## src/rtl/vfu_result_wb_arbiter_pkg.sv

```systemverilog
// vfu_result_wb_arbiter_pkg: shared types for the VFU result writeback arbiter.
package vfu_result_wb_arbiter_pkg;
    localparam int unsigned NrVInsn = 8;
    localparam int unsigned ELEN = 64;
    typedef logic [$clog2(NrVInsn)-1:0] vid_t;
    typedef logic [ELEN-1:0] elen_t;
    typedef enum logic {WbSrcAlu = 1'b0, WbSrcMfpu = 1'b1} wb_src_e;
    function automatic logic [NrVInsn-1:0] vid_onehot(vid_t id);
        return {{(NrVInsn-1){1'b0}}, 1'b1} << id;
    endfunction
endpackage

```

## src/rtl/vfu_result_wb_arbiter_fifo.sv

```systemverilog
// vfu_wb_fifo: register-array FIFO exposing every slot and its valid bit.
module vfu_wb_fifo #(
    parameter int unsigned Depth = 2,
    parameter type dtype = logic
) (
    input  logic             clk_i,
    input  logic             rst_ni,
    input  logic             push,
    input  dtype             data,
    input  logic             pop,
    output logic             full,
    output logic             empty,
    output dtype             head,
    output logic [Depth-1:0] valid,
    output dtype             entries [Depth]
);
    localparam int unsigned PtrW = $clog2(Depth);
    logic [PtrW-1:0] wr_ptr, rd_ptr;
    logic push_en, pop_en;
    dtype mem [Depth];
    assign full    = &valid;
    assign empty   = ~|valid;
    assign push_en = push & ~full;
    assign pop_en  = pop & ~empty;
    assign head    = mem[rd_ptr];
    assign entries = mem;
    // Slot validity is tracked per entry so the owner can scan all buffered ids.
    always_ff @(posedge clk_i or negedge rst_ni) begin
        if (!rst_ni) begin
            wr_ptr <= '0;
            rd_ptr <= '0;
            valid  <= '0;
        end else begin
            if (push_en) wr_ptr <= wr_ptr + 1'b1;
            if (pop_en) rd_ptr <= rd_ptr + 1'b1;
            for (int i = 0; i < Depth; i++)
                valid[i] <= (valid[i] & ~(pop_en & (rd_ptr == PtrW'(i)))) | (push_en & (wr_ptr == PtrW'(i)));
        end
    end
    always_ff @(posedge clk_i) begin
        if (push_en) mem[wr_ptr] <= data;
    end
endmodule

```

## src/rtl/vfu_result_wb_arbiter.sv

```systemverilog
// vfu_result_wb_arbiter: buffers ALU/MFPU results and round-robins them onto one VRF write port.
module vfu_result_wb_arbiter
    import vfu_result_wb_arbiter_pkg::*;
#(
    parameter int unsigned NrLanes   = 0,
    parameter type         vaddr_t   = logic,
    parameter int unsigned FifoDepth = 2
) (
    input  logic                 clk_i,
    input  logic                 rst_ni,
    input  logic                 alu_result_req_i,
    input  vid_t                 alu_result_id_i,
    input  vaddr_t               alu_result_addr_i,
    input  elen_t                alu_result_wdata_i,
    input  logic [ELEN/8-1:0]    alu_result_be_i,
    output logic                 alu_result_gnt_o,
    input  logic                 mfpu_result_req_i,
    input  vid_t                 mfpu_result_id_i,
    input  vaddr_t               mfpu_result_addr_i,
    input  elen_t                mfpu_result_wdata_i,
    input  logic [ELEN/8-1:0]    mfpu_result_be_i,
    output logic                 mfpu_result_gnt_o,
    output logic                 vrf_req_o,
    output vid_t                 vrf_id_o,
    output vaddr_t               vrf_addr_o,
    output elen_t                vrf_wdata_o,
    output logic [ELEN/8-1:0]    vrf_be_o,
    output logic                 vrf_src_o,
    input  logic                 vrf_gnt_i,
    output logic [NrVInsn-1:0]   wb_pending_o
);
    localparam int unsigned DataWidth = $bits(elen_t);
    typedef logic [DataWidth/8-1:0] strb_t;
    typedef struct packed {
        vid_t   id;
        vaddr_t addr;
        elen_t  wdata;
        strb_t  be;
    } wb_entry_t;
    wb_entry_t alu_in, mfpu_in, alu_head, mfpu_head, sel_head;
    wb_entry_t alu_entries [FifoDepth];
    wb_entry_t mfpu_entries [FifoDepth];
    logic [FifoDepth-1:0] alu_valid, mfpu_valid;
    logic alu_full, alu_empty, mfpu_full, mfpu_empty, lock_q, wr_fire;
    wb_src_e sel, lock_src_q, rr_last_q;
    assign alu_in  = '{id: alu_result_id_i, addr: alu_result_addr_i, wdata: alu_result_wdata_i, be: alu_result_be_i};
    assign mfpu_in = '{id: mfpu_result_id_i, addr: mfpu_result_addr_i, wdata: mfpu_result_wdata_i, be: mfpu_result_be_i};
    // Grants look only at local FIFO state, keeping the VRF grant off the FU path.
    assign alu_result_gnt_o  = rst_ni & alu_result_req_i & ~alu_full;
    assign mfpu_result_gnt_o = rst_ni & mfpu_result_req_i & ~mfpu_full;
    vfu_wb_fifo #(.Depth(FifoDepth), .dtype(wb_entry_t)) i_alu_fifo (
        .clk_i   (clk_i),
        .rst_ni  (rst_ni),
        .push    (alu_result_gnt_o),
        .data    (alu_in),
        .pop     (wr_fire && sel == WbSrcAlu),
        .full    (alu_full),
        .empty   (alu_empty),
        .head    (alu_head),
        .valid   (alu_valid),
        .entries (alu_entries)
    );
    vfu_wb_fifo #(.Depth(FifoDepth), .dtype(wb_entry_t)) i_mfpu_fifo (
        .clk_i   (clk_i),
        .rst_ni  (rst_ni),
        .push    (mfpu_result_gnt_o),
        .data    (mfpu_in),
        .pop     (wr_fire && sel == WbSrcMfpu),
        .full    (mfpu_full),
        .empty   (mfpu_empty),
        .head    (mfpu_head),
        .valid   (mfpu_valid),
        .entries (mfpu_entries)
    );
    always_comb begin
        sel = WbSrcAlu;
        if (lock_q) sel = lock_src_q;
        else if (!alu_empty && !mfpu_empty) sel = (rr_last_q == WbSrcAlu) ? WbSrcMfpu : WbSrcAlu;
        else if (!mfpu_empty) sel = WbSrcMfpu;
    end
    assign vrf_req_o   = ~alu_empty | ~mfpu_empty;
    assign wr_fire     = vrf_req_o & vrf_gnt_i;
    assign sel_head    = (sel == WbSrcMfpu) ? mfpu_head : alu_head;
    assign vrf_id_o    = vrf_req_o ? sel_head.id : '0;
    assign vrf_addr_o  = vrf_req_o ? sel_head.addr : '0;
    assign vrf_wdata_o = vrf_req_o ? sel_head.wdata : '0;
    assign vrf_be_o    = vrf_req_o ? sel_head.be : '0;
    assign vrf_src_o   = vrf_req_o & (sel == WbSrcMfpu);
    // A stalled write keeps its source so the presented fields cannot change before the grant.
    always_ff @(posedge clk_i or negedge rst_ni) begin
        if (!rst_ni) begin
            lock_q     <= 1'b0;
            lock_src_q <= WbSrcAlu;
            rr_last_q  <= WbSrcAlu;
        end else begin
            lock_q <= vrf_req_o & ~vrf_gnt_i;
            if (vrf_req_o && !vrf_gnt_i) lock_src_q <= sel;
            if (wr_fire) rr_last_q <= sel;
        end
    end
    always_comb begin
        wb_pending_o = '0;
        for (int i = 0; i < FifoDepth; i++) begin
            if (alu_valid[i]) wb_pending_o = wb_pending_o | vid_onehot(alu_entries[i].id);
            if (mfpu_valid[i]) wb_pending_o = wb_pending_o | vid_onehot(mfpu_entries[i].id);
        end
    end
endmodule

```

## config.mk

```make
export PLATFORM = sky130hd
export DESIGN_NAME = vfu_result_wb_arbiter
export DESIGN_NICKNAME = d
export VERILOG_FILES = /design/src/rtl/vfu_result_wb_arbiter_pkg.sv /design/src/rtl/vfu_result_wb_arbiter_fifo.sv /design/src/rtl/vfu_result_wb_arbiter.sv
export SDC_FILE = /design/constraint.sdc
export NUM_CORES = 1
export LEC_CHECK = 0
export ABC_CLOCK_PERIOD_IN_PS = 6840
export CAP_MARGIN = 20
export CORE_UTILIZATION = 52
export DETAILED_ROUTE_END_ITERATION = 16
export GPL_TIMING_DRIVEN = 0
export HOLD_SLACK_MARGIN = 0.03
export PLACE_DENSITY = 0.81
export SLEW_MARGIN = 40
export SYNTH_ARGS = -nofsm -noshare
export SYNTH_HDL_FRONTEND = slang
export SYNTH_SLANG_ARGS = --single-unit
```

## constraint.sdc

```tcl
create_clock -name clk_i -period 6.84 [get_ports clk_i]
set_clock_uncertainty 0.2 [all_clocks]
set_input_delay 0.684 -clock clk_i [delete_from_list [all_inputs] [get_ports clk_i]]
set_output_delay 0.684 -clock clk_i [all_outputs]
set_load 0.02 [all_outputs]
```

* Word-level counts from Yosys, hierarchy flattened
Index checks and enable logic that the tools add are counted.
** Word-level totals
- Register bits after elaboration :: 315
- Latch bits :: 0
- RAM bits :: 0
- Memory bits (read-only) :: 0
- Output and inout bits :: 88
- Word-level logic and storage cells :: 122
- Memories kept :: 0
** Cells by class
- $add $sub $neg :: 4
- $mul :: 0
- Divide/modulo/power cells :: 0
- Magnitude comparators :: 6
- Eq/ne operators :: 0
- Shift operators :: 4
- Mux-type cells :: 25
- Bitwise operators :: 47
- Reductions and logical operators :: 11
** Operators by type and width (number)
- two-way mux 76 bit :: 9
- bitwise mux 152 bit :: 2
- demux 76 bit (select 1 bit) :: 2
- two-way mux 64 bit :: 1
- two-way mux 8 bit :: 5
- << shifter 1 x 3 -> 8 bit (first input constant) :: 4
- bitwise OR 8 bit :: 3
- bitwise AND 1 bit :: 23
- inverter 1 bit :: 12
- greater-or-equal comparator 2 bit (second input constant) :: 4
- inverter 1 -> 2 bit :: 4
- logical AND 1 bit :: 6
- two-way mux 1 bit :: 5
- bitwise OR 1 bit :: 5
- adder 1 bit (second input constant) :: 4
- less-than comparator 2 x 1 -> 1 bit (second input constant) :: 2
- AND reduction 2 bit :: 2
- OR reduction 2 bit :: 2
- two-way mux 3 bit :: 1
- zero test 1 bit :: 1

* Longest topological paths before layout
Gate-level depths: netlist of run 1.
- Depth in word-level cells :: 11
- Gate-level depth with buffers :: 8
- Gate-level depth less buffers :: 4

* Hierarchy
A second synthesis of run 1 with hierarchy kept.
** Second synthesis, totals
- Cell total of the unflattened synthesis :: 821
- Area total of the unflattened synthesis :: 13429.1 µm²
** By module, submodules not included
- vfu_wb_fifo :: instances 2, cells each 254, area an instance 5704.2 µm², seq. area each 4664.5 µm²
- vfu_result_wb_arbiter :: instances 1, cells each 313, area an instance 2020.7 µm², seq. area each 75.1 µm²

* Least setup slack after synthesis of run 1
Ideal clock, no wire load.
- Kind :: input port to flip-flop
- Start :: input alu_result_req_i
- End :: register i_alu_fifo.mem (netlist bit i_alu_fifo.entries[100]), enable pin
- Setup time :: 0.521 ns
- Data arrival time :: 4.678 ns
- Required time :: 6.119 ns
- Path slack :: 1.440 ns
- Stages :: 3
- Cell sequence :: nand2_1 > a21oi_1 > nor2b_1
** On the way
- Word-level cells in the longest chain between the ends :: 3
** RTL lines
- start: declaration :: line vfu_result_wb_arbiter.sv:11 : input logic alu_result_req_i,
- bitwise AND 1 bit (2 in a row) :: line vfu_result_wb_arbiter.sv:49 : assign alu_result_gnt_o = rst_ni & alu_result_req_i & ~alu_full;
- named net alu_result_gnt_o :: line vfu_result_wb_arbiter.sv:16 : output logic alu_result_gnt_o,
- bitwise AND 1 bit :: line vfu_result_wb_arbiter_fifo.sv:23 : assign push_en = push & ~full;
- end signal: indexed assignment :: line vfu_result_wb_arbiter_fifo.sv:41 : if (push_en) mem[wr_ptr] <= data;
- end: declaration :: line vfu_result_wb_arbiter_fifo.sv:20 : dtype mem [Depth];
The timed path passes the listed nets, and every way through them passes these cells.
A chain may end at the register's enable or synchronous reset.

* Final worst setup path of run 1
- Start :: register i_mfpu_fifo.rd_ptr
- End :: output vrf_wdata_o[26]
** On the way
- Word-level cells in the longest chain between the ends :: 6
** RTL lines
- start: declaration :: line vfu_result_wb_arbiter_fifo.sv:18 : logic [PtrW-1:0] wr_ptr, rd_ptr;
- start signal: assignment :: line vfu_result_wb_arbiter_fifo.sv:35 : if (pop_en) rd_ptr <= rd_ptr + 1'b1;
- inverter 1 -> 2 bit (not written as such) :: line vfu_result_wb_arbiter_fifo.sv:25 : assign head = mem[rd_ptr];
- two-way mux 76 bit (not written as such) (3 in a row) :: line vfu_result_wb_arbiter_fifo.sv:25
- two-way mux 76 bit :: line vfu_result_wb_arbiter.sv:83 : assign sel_head = (sel == WbSrcMfpu) ? mfpu_head : alu_head;
- two-way mux 64 bit :: line vfu_result_wb_arbiter.sv:86 : assign vrf_wdata_o = vrf_req_o ? sel_head.wdata : '0;
- end: declaration :: line vfu_result_wb_arbiter.sv:26 : output elen_t vrf_wdata_o,
Every way passes these cells. The select of a mux whose other input is x is not followed.

==> flow_summary.yaml, run 1 <==
run_status:
  status: "completed"
cells_and_area:
  drive_gt1_share_pct: 13.0
  fin_util_pct: 69.8
  layoutNonFillerInstCount: 1389
  nets: 1200
  fillers: 1646
  area_growth_pct: 31.6
floorplan:
  num_rows: 57
  floorplan.initialDensity_pct: 53.0
  die_h_um: 159
  die_area_sq_um: 25300
  die_width_um: 159
  core_area_sq_um: 24200
  ios: 245
clock_tree:
  cts_tree: "done"
  cts_root_buffer: "clkbuf_16"
  cts_made_buffers: 31
  cts_max_path_buffers: 3
  cts-resized-gates: 0
  cts.sinks: 315
  clkLatencyLatePin_ns: 0.56
  path_clk_slew_ns: 0.06
  ctsHoldBuffers: 0
  post_cts_buffers: 0
  cts_max_level: 1
setup_path:
  path_cells: "buf_2, clkbuf_1, clkbuf_1, a211oi_1, a211oi_1, clkdlybuf4s50_1"
  cp_slowest_cell: "clkdlybuf4s50_1"
  critPathKind: "reg -> out"
  path_buf_inv: 4
  worstSetupStartpointType: "register"
  critPathTopFamily: "buffers and inverters"
  end_kind: "output pin"
  critPathRequiredTime_ns: 5.96
  cpPeakStageDelay_ns: 0.69
  crit_arrival_ns: 3.40
  cp_max_fo: 10
drt:
  routed_wl_um: 29900
  drc: 0
  via_per_inst: 5.70
  drt_iter0_drc: 645
  post_drt_wl_per_cell_um: 21.6
  final_antenna_net_count: 0
  via_count: 7921
  dr.pass1.iters: 5
sta:
  clock.fmax_mhz: 234
  hold_violations: 0
  setup-violations-final: 0
  fin_crit_sh_pct: 62.6
  rsz0062_at_grt: "false"
  period_needed_ns: 4.28
  slew_headroom_pct: 43.9
  setup_ws_ns: 2.56
  worst_pin_slew_ns: 0.841
  slew_viol_final: 0
yosys:
  synth_cell_types: 40
  ys_ff_latch: 315
  synth_area_leaders: "edfxtp_1 (71%), a211oi_1 (6.2%), mux2i_1 (5.9%)"
  syn_inst: 753
  yosysSeqAreaShare_pct: 73.2
  synth_edf_count: 304
  ys_async_sr_fraction_pct: 3.49
  ys_dominant_reg_cell: "edfxtp_1"
  syn_nets: 910
  syn_avg_cell_area_sq_um: 17.1
  synth_top_cell_by_area: "edfxtp_1"
  netlist_area_sq_um: 12900
  netlist.area_leader.share_pct: 71.0
  yosys_warnings: 0
place:
  portBuffers: 244
  place_congestion: 0.883
  dp_slack_ns: 3.04
  placed_cells: 1334
  hpwl_um: 20400
pwr:
  internal-power_mw: 4.88
  p_leak_nw: 5.61
  power_frac_clock_pct: 19.9
  ir_drop_mv: 0.330
  pwr-share-comb_pct: 47.8
  p_sw_mw: 2.87
  p_seq_share_pct: 32.3
  p_per_area_nw_per_um2: 458
  swShare_pct: 37.1
global_route:
  antenna_found_initial: 3
  grt_max_degree: 38
  grt_pass1_wl_um: 46100
  grt_pass1_vias: 8147
  grt_usage_pct: 23.9
  globalRouteOverflowTotal: 0
hold_path:
  min_path_type: "in -> async"
flow_run:
  maxCapViolCount: 0
-- worst reg2reg max path, delay by kind of cell (launching register included) --
family,cells,cell delay (ns)
AOI/OAI and AO/OA,1,0.47
DFF,1,0.51
buffers and inverters,2,0.46
and+or+nand+nor,1,0.62
-- synth_stat cells (2+ instances only) --
cell type,number
a31oi_1,5
buf_4,2
xnor2_1,2
a211oi_1,106
a221o_1,2
nor2_1,7
buf_6,10
mux2i_1,76
buf_2,15
and3_1,2
and2_1,2
dfrtp_1,11
nand2b_1,8
o21ai_0,2
edfxtp_1,304
clkbuf_1,26
o32ai_1,2
a211oi_2,46
nand3b_1,3
nand2_1,10
a21oi_1,3
o221ai_1,5
nor2b_1,84
a21o_1,3
xor2_1,2
-- kinds of logic (layout without fill, tap and decap cells) --
family,Yosys count,in the layout,synth area share [%]
AOI/OAI and AO/OA,181,181,12.4
xor gates and xnor gates,4,4,0.273
buffers and inverters,55,366,2.52
DFF,315,315,73.2
muxes,76,76,5.92
other,0,1,0
and+or+nand+nor,122,122,5.75
-- final cells by class --
type,count,area (sq um),share of cell area (%)
antenna,1,2.50,0.0148
buffer,54,323,1.91
clock buffer,34,787,4.65
clock inverter,20,130,0.769
inverter,1,3.75,0.0222
multi-input combinational,383,3140,18.6
sequential,315,9400,55.6
tap,324,405,2.40
timing repair buffer,257,2720,16.1
-- layer usage --
layer	track usage, %	share of wire [%]
met1	31.7	40
met2	40.1	49
met3	4.53	7.6
met4	7.43	2.6
met5	0	0.037
-- path summary, 6_finish.rpt --
path | startpoint | slack, ns | end | cells after the start
min in group clk_i | lock_src_q | 0.33 | lock_src_q | 2
worst min register to register | lock_src_q | 0.33 | lock_src_q | 2
worst min-delay path | rst_ni | 0.29 | i_alu_fifo.wr_ptr | 1
max in group asynchronous | rst_ni | 5.76 | i_mfpu_fifo.valid[0] | 1
worst max-delay path | i_mfpu_fifo.rd_ptr | 2.56 | vrf_wdata_o[26] | 6
worst max register to register | i_mfpu_fifo.valid[0] | 4.30 | i_mfpu_fifo.entries[105] | 4
-- stage by stage --
step	hold slack [ns]	total power, mW	setup TNS (ns)	area, sq um
3_3_place_gp	0.268	6.19	-266.31	15700
4_1_cts	0.292	7.83	0	16900
5_1_grt	0.322	8.09	0	16900
3_5_place_dp	0.313	6.28	0	16000
2_1_floorplan	0.188	4.66	0	12900
6_report	0.293	7.75	0	16900
-- power by group through the flow --
stage / registers, mW / logic (mW) / clock network (mW)
floorplan: 2.54 / 2.12 / 0
global placement: 2.57 / 3.62 / 0
detailed placement: 2.54 / 3.74 / 0
CTS: 2.50 / 3.75 / 1.57
global route: 2.52 / 3.93 / 1.64
finish: 2.50 / 3.71 / 1.54
-- cells in the final DEF (no fill, tap or decap), types with 5 or more instances in the layout --
master / n
a211oi_2: 46
a31oi_1: 5
dfrtp_1: 11
a211oi_1: 106
edfxtp_1: 304
clkbuf_16: 31
buf_16: 5
clkdlybuf4s50_1: 244
clkinv_1: 8
buf_6: 10
clkinv_2: 6
buf_12: 5
nand2b_1: 8
clkbuf_1: 27
o221ai_1: 5
buf_2: 15
mux2i_1: 76
nor2_1: 7
nor2b_1: 82
nand2_1: 10
-- state kept, by name, indices dropped and copies added (netlist names) --
| signal | flops |
|---|---|
| i_mfpu_fifo.valid | 2 |
| i_alu_fifo.wr_ptr | 1 |
| rr_last_q | 1 |
| i_mfpu_fifo.rd_ptr | 1 |
| i_alu_fifo.valid | 2 |
| lock_q | 1 |
| i_mfpu_fifo.wr_ptr | 1 |
| i_alu_fifo.rd_ptr | 1 |
| i_mfpu_fifo.entries | 152 |
| i_alu_fifo.entries | 152 |
| lock_src_q | 1 |
No activity file was read; power rests on OpenSTA's default activity.
==> run 2: changes to the inputs <==
--- a/config.mk
+++ b/config.mk
@@ -5,7 +5,7 @@
 export SDC_FILE = /design/constraint.sdc
 export NUM_CORES = 1
 export LEC_CHECK = 0
-export ABC_CLOCK_PERIOD_IN_PS = 6840
+export ABC_CLOCK_PERIOD_IN_PS = 4300
 export CAP_MARGIN = 20
 export CORE_UTILIZATION = 52
 export DETAILED_ROUTE_END_ITERATION = 16
==> constraint.sdc (replaced) <==
create_clock -name clk_i -period 4.3 [get_ports clk_i]
set_clock_uncertainty 0.2 [all_clocks]
set_input_delay 0.43 -clock clk_i [delete_from_list [all_inputs] [get_ports clk_i]]
set_output_delay 0.43 -clock clk_i [all_outputs]
set_load 0.02 [all_outputs]
==> run 2 against run 1 <==
  * Power grew 61%
  * Die area is the same
  * Clock power increased by 68%
  * Sequential power grew 59%
  * First-iteration DRC count down 22%
  * Via count down 1.0%
  * Global-route usage shrank 0.087 points
  * Non-clock buffer count up 2
  * Sequential cell count unchanged
  * Worst hold slack worse by 0.22 ns
  * Combinational power increased by 59%
  * Register-to-register slack got worse by 2.5 ns
  * Largest power group unchanged
==> flow_summary.yaml, run 2 (synthesis gave the netlist of run 1 again) <==
cells_and_area:
  layoutNonFillerInstCount: 1395
  final_common_cell: "edfxtp_1"
  seq_area_sq_um: 9400
  mostFrequentLayoutCells: "edfxtp_1 (304), clkdlybuf4s50_1 (244), a211oi_1 (106), nor2b_1 (82), mux2i_1 (76)"
  fillers: 1619
  drive_gt1_share_pct: 13.5
  multi_input_area_sq_um: 3140
  nets: 1202
  area_growth_pct: 32.3
hold_path:
  min_path_type: "in -> async"
drt:
  via_per_inst: 5.62
  final_antenna_net_count: 0
  post_drt_wl_per_cell_um: 21.5
  routed_wl_um: 30000
  drt_iter0_drc: 501
  drc: 0
  via_count: 7841
  dr.pass1.iters: 5
pwr:
  ir_drop_mv: 0.505
  total_power_mw: 12.5
  p_per_area_nw_per_um2: 734
  p_leak_nw: 5.65
global_route:
  globalRouteOverflowTotal: 0
  grt_usage_pct: 23.8
  grt_pass1_vias: 8164
  antenna_found_initial: 5
  grt_pass1_wl_um: 45800
  grt_max_degree: 37
setup_path:
  path_cells: "buf_2, nor4_4, clkbuf_1, buf_2, a211oi_1, clkdlybuf4s50_1"
  cpPeakStageDelay_ns: 0.75
  cp_max_fo: 10
  r2r_end: "i_mfpu_fifo.entries[121]"
  worstSetupStartpointType: "register"
  crit_arrival_ns: 3.38
  critPathKind: "reg -> out"
  cp_slowest_cell: "nor4_4"
  cpMostUsedCell: "buf_2"
  reg2regPathDepth: 5
  regToRegSetupSlack_ns: 1.80
  timing.rr.start: "i_mfpu_fifo.valid[0]"
  end_kind: "output pin"
  critPathRequiredTime_ns: 3.67
floorplan:
  num_rows: 57
  die_h_um: 159
  die_area_sq_um: 25300
  floorplan.initialDensity_pct: 53.0
  die_width_um: 159
  ios: 245
  core_area_sq_um: 24200
flow_run:
  maxCapViolCount: 0
clock_tree:
  path_clk_slew_ns: 0.06
  cts-resized-gates: 0
  clkLatencyLatePin_ns: 0.54
  ctsHoldBuffers: 0
  cts.sinks: 315
  cts_max_path_buffers: 3
  cts_max_level: 1
  cts_tree: "done"
  post_cts_buffers: 0
  cts_made_buffers: 31
  cts_root_buffer: "clkbuf_16"
run_status:
  status: "completed"
place:
  hpwl_um: 20400
  placed_cells: 1335
  place_congestion: 0.854
  portBuffers: 244
sta:
  slew_headroom_pct: 44.4
  rsz0062_at_grt: "false"
  setup-violations-final: 0
  period_needed_ns: 4.01
  hold_violations: 0
  fin_crit_sh_pct: 93.3
  clock.fmax_mhz: 249
  hold_ws_ns: 0.0699
  worst_pin_slew_ns: 0.834
  slew_viol_final: 0
  finalSetupTns_ns: 0
==> run 2: cell types whose count changed in the layout (fill, tap and decap cells not counted), sizes merged <==
cell / change
buf: +2
bufinv: +2
clkinvlp: +1
diode: +2
inv: -1
==> run 2: per-stage QoR <==
stage	setup slack [ns]	cell area [sq um]	utilization, %
2_1_floorplan	0.543	12900	-
3_3_place_gp	-1.56	15700	64.8
3_5_place_dp	0.784	16000	66.0
4_1_cts	0.167	17000	70.0
5_1_grt	0.0501	17000	70.1
6_report	0.288	17000	70.1
==> run 2: final cells by class <==
| class | instances | share of cell area [%] |
|---|---|---|
| Tap cell | 324 | 2.38 |
| Multi-Input combinational cell | 383 | 18.5 |
| Sequential cell | 315 | 55.3 |
| Timing Repair Buffer | 259 | 16.1 |
| Antenna cell | 3 | 0.0442 |
| Clock inverter | 22 | 1.13 |
| Clock buffer | 34 | 4.63 |
| Buffer | 54 | 1.90 |
| Inverter | 1 | 0.0221 |
==> run 2: layer usage <==
metal	wire [um]	share of wire, %	up-vias	global-route usage [%]
met3	1920	6.4	54	4.25
li1	-	-	3613	-
met2	15500	51	281	41.5
met4	621	2.1	6	6.29
met1	12000	40	3887	30.8
met5	39	0.13	-	0
==> run 2: report_power, final <==
group	total [mW]	switching, mW	internal [mW]	leakage, nW
registers	3.98	0.159	3.82	2.91
logic	5.91	3.33	2.58	2.26
clock network	2.59	1.10	1.49	0.473
total	12.5	4.59	7.89	5.65
==> run 2: critical path, delay by kind of cell, from the launching register on <==
kind,cells,cell delay [ns]
AO/OA/AOI/OAI,1,0.08
AND/OR/NAND/NOR,1,0.75
flip-flops,1,0.35
buffers and inverters,4,1.66
==> run 2: worst max-delay path by stage <==
stage | start | endpoint | slack (ns) | cells past startpoint
CTS | i_mfpu_fifo.valid[1] | vrf_wdata_o[52] | 0.17 | 6
global placement | rst_ni | i_alu_fifo.entries[102] | -1.56 | 4
floorplan | i_mfpu_fifo.valid[1] | i_mfpu_fifo.entries[100] | 0.54 | 3
finish | i_mfpu_fifo.valid[1] | vrf_wdata_o[52] | 0.29 | 6
detailed placement | i_mfpu_fifo.valid[1] | vrf_wdata_o[54] | 0.78 | 6
global route | i_mfpu_fifo.rd_ptr | vrf_wdata_o[24] | 0.05 | 6
==> run 3: changes to the inputs <==
--- a/config.mk
+++ b/config.mk
@@ -7,6 +7,7 @@
 export LEC_CHECK = 0
 export ABC_CLOCK_PERIOD_IN_PS = 4300
 export CAP_MARGIN = 20
+export CORE_MARGIN = 8
 export CORE_UTILIZATION = 52
 export DETAILED_ROUTE_END_ITERATION = 16
 export GPL_TIMING_DRIVEN = 0
==> run 3 against run 2 <==
  * Register-to-register slack about the same
  * Routed wire length is 6.2% higher
  * Critical path depth stayed put
  * Non-clock buffer count decreased by 2
  * Via count increased by 0.64%
  * Worst hold slack better by 0.057 ns
  * Highest routed layer unchanged
==> flow_summary.yaml, run 3 (synthesis gave the netlist of run 1 again) <==
setup_path:
  regToRegSetupSlack_ns: 1.80
  r2r_end: "i_mfpu_fifo.entries[122]"
  cp_max_fo: 10
  crit_arrival_ns: 3.33
  critPathRequiredTime_ns: 3.67
  timing.rr.start: "i_mfpu_fifo.valid[0]"
  timing.critical_path.from: "i_mfpu_fifo.rd_ptr"
  worstSetupStartpointType: "register"
  end_kind: "output pin"
  critPathKind: "reg -> out"
  endpoint: "vrf_wdata_o[27]"
  reg2regPathDepth: 4
run_status:
  status: "completed"
clock_tree:
  post_cts_buffers: 0
  clkLatencyLatePin_ns: 0.50
  cts_made_buffers: 34
  cts_tree: "done"
  cts_max_path_buffers: 3
  cts_root_buffer: "clkbuf_16"
  cts_max_level: 2
  cts.sinks: 315
  cts-resized-gates: 0
  path_clk_slew_ns: 0.06
  ctsHoldBuffers: 0
drt:
  final_antenna_net_count: 0
  dr.pass1.iters: 5
  via_per_inst: 5.65
  routed_wl_um: 31900
  drt_iter0_drc: 636
  via_count: 7891
  post_drt_wl_per_cell_um: 22.8
  drc: 0
global_route:
  grt_pass1_vias: 8566
  antenna_found_initial: 7
  globalRouteOverflowTotal: 0
  grt_usage_pct: 20.8
  grt_pass1_wl_um: 48700
  grt_max_degree: 38
floorplan:
  core_area_sq_um: 24300
  die_width_um: 173
  floorplan.initialDensity_pct: 52.8
  die_area_sq_um: 30000
  ios: 245
  num_rows: 57
  die_h_um: 173
cells_and_area:
  mostFrequentLayoutCells: "edfxtp_1 (304), clkdlybuf4s50_1 (244), a211oi_1 (106), nor2b_1 (82), mux2i_1 (76)"
  stdcell_area_sq_um: 17100
  area_growth_pct: 33.3
  fillers: 1623
  drive_gt1_share_pct: 13.4
  final_common_cell: "edfxtp_1"
  nets: 1203
sta:
  hold_violations: 0
  clock.fmax_mhz: 252
  rsz0062_at_grt: "false"
  period_needed_ns: 3.96
  worst_pin_slew_ns: 0.849
  fin_crit_sh_pct: 92.2
  slew_viol_final: 0
  slew_headroom_pct: 43.4
  setup-violations-final: 0
place:
  dpl_cell_area_sq_um: 16000
  portBuffers: 244
  place_congestion: 0.852
  hpwl_um: 22100
pwr:
  ir_drop_mv: 0.567
  p_per_area_nw_per_um2: 748
  total_power_mw: 12.8
  p_leak_nw: 5.71
flow_run:
  maxCapViolCount: 0
hold_path:
  min_path_type: "in -> async"
==> run 3: cell count changes in the layout (fill, tap and decap cells not counted) <==
cell	previous run	this run
buf_16	4	6
buf_6	11	10
buf_8	6	3
bufinv_16	3	4
clkbuf_1	27	31
clkbuf_16	31	35
clkbuf_2	2	0
clkbuf_8	0	1
clkinv_2	8	6
clkinvlp_4	4	1
diode_2	3	2
inv_6	0	1
inv_8	0	1
==> run 3: area by class of cell <==
| cell class | count | area (sq um) | area share (%) |
|---|---|---|---|
| Buffer | 54 | 320 | 1.87 |
| Antenna cell | 2 | 5.00 | 0.0292 |
| Multi-Input combinational cell | 383 | 3140 | 18.4 |
| Clock inverter | 20 | 209 | 1.22 |
| Timing Repair Buffer | 257 | 2730 | 15.9 |
| Tap cell | 324 | 405 | 2.37 |
| Sequential cell | 315 | 9400 | 54.9 |
| Inverter | 1 | 3.75 | 0.0219 |
| Clock buffer | 41 | 908 | 5.30 |
==> run 3: stage by stage <==
stage | std cells | TNS [ns] | hold slack [ns] | setup WS, ns | util (%)
3_5_place_dp | 1334 | 0 | 0.317 | 0.778 | 65.8
3_3_place_gp | 1321 | -409.99 | 0.278 | -1.57 | 64.6
5_1_grt | 1397 | 0 | 0.154 | 0.0991 | 70.4
4_1_cts | 1395 | 0 | 0.123 | 0.268 | 70.4
6_report | 1397 | 0 | 0.127 | 0.337 | 70.4
2_1_floorplan | 753 | 0 | -0.0656 | 0.543 | -
==> run 3: report_power, final <==
group / internal, mW / total, mW / switching (mW)
registers: 3.82 / 3.98 / 0.155
logic: 2.58 / 5.95 / 3.38
clock network: 1.75 / 2.89 / 1.14
total: 8.15 / 12.8 / 4.67
==> run 3: layer usage <==
| layer | global-route usage (%) | vias to the layer above | share of wire, % |
|---|---|---|---|
| met3 | 5.23 | 78 | 7.0 |
| met5 | 0 | - | 0.19 |
| met4 | 8.16 | 10 | 2.7 |
| met2 | 35.7 | 330 | 51 |
| li1 | - | 3619 | - |
| met1 | 24.9 | 3854 | 39 |
==> run 3: how the worst min path moves through the flow <==
stage | start | depth (start not counted) | slack, ns | end
detailed placement | lock_src_q | 2 | 0.32 | lock_src_q
CTS | rst_ni | 1 | 0.12 | i_mfpu_fifo.valid[1]
global placement | lock_src_q | 2 | 0.28 | lock_src_q
floorplan | rst_ni | 0 | -0.07 | i_alu_fifo.rd_ptr
global route | rst_ni | 1 | 0.15 | i_alu_fifo.wr_ptr
finish | rst_ni | 1 | 0.13 | i_alu_fifo.wr_ptr
==> run 3: worst max-delay path, cell delays in order, from the launching register on <==
cell,delay [ns]
dfrtp_1,0.33
buf_2,0.31
clkbuf_1,0.51
clkbuf_1,0.46
a211oi_1,0.15
a211oi_1,0.38
clkdlybuf4s50_1,0.68
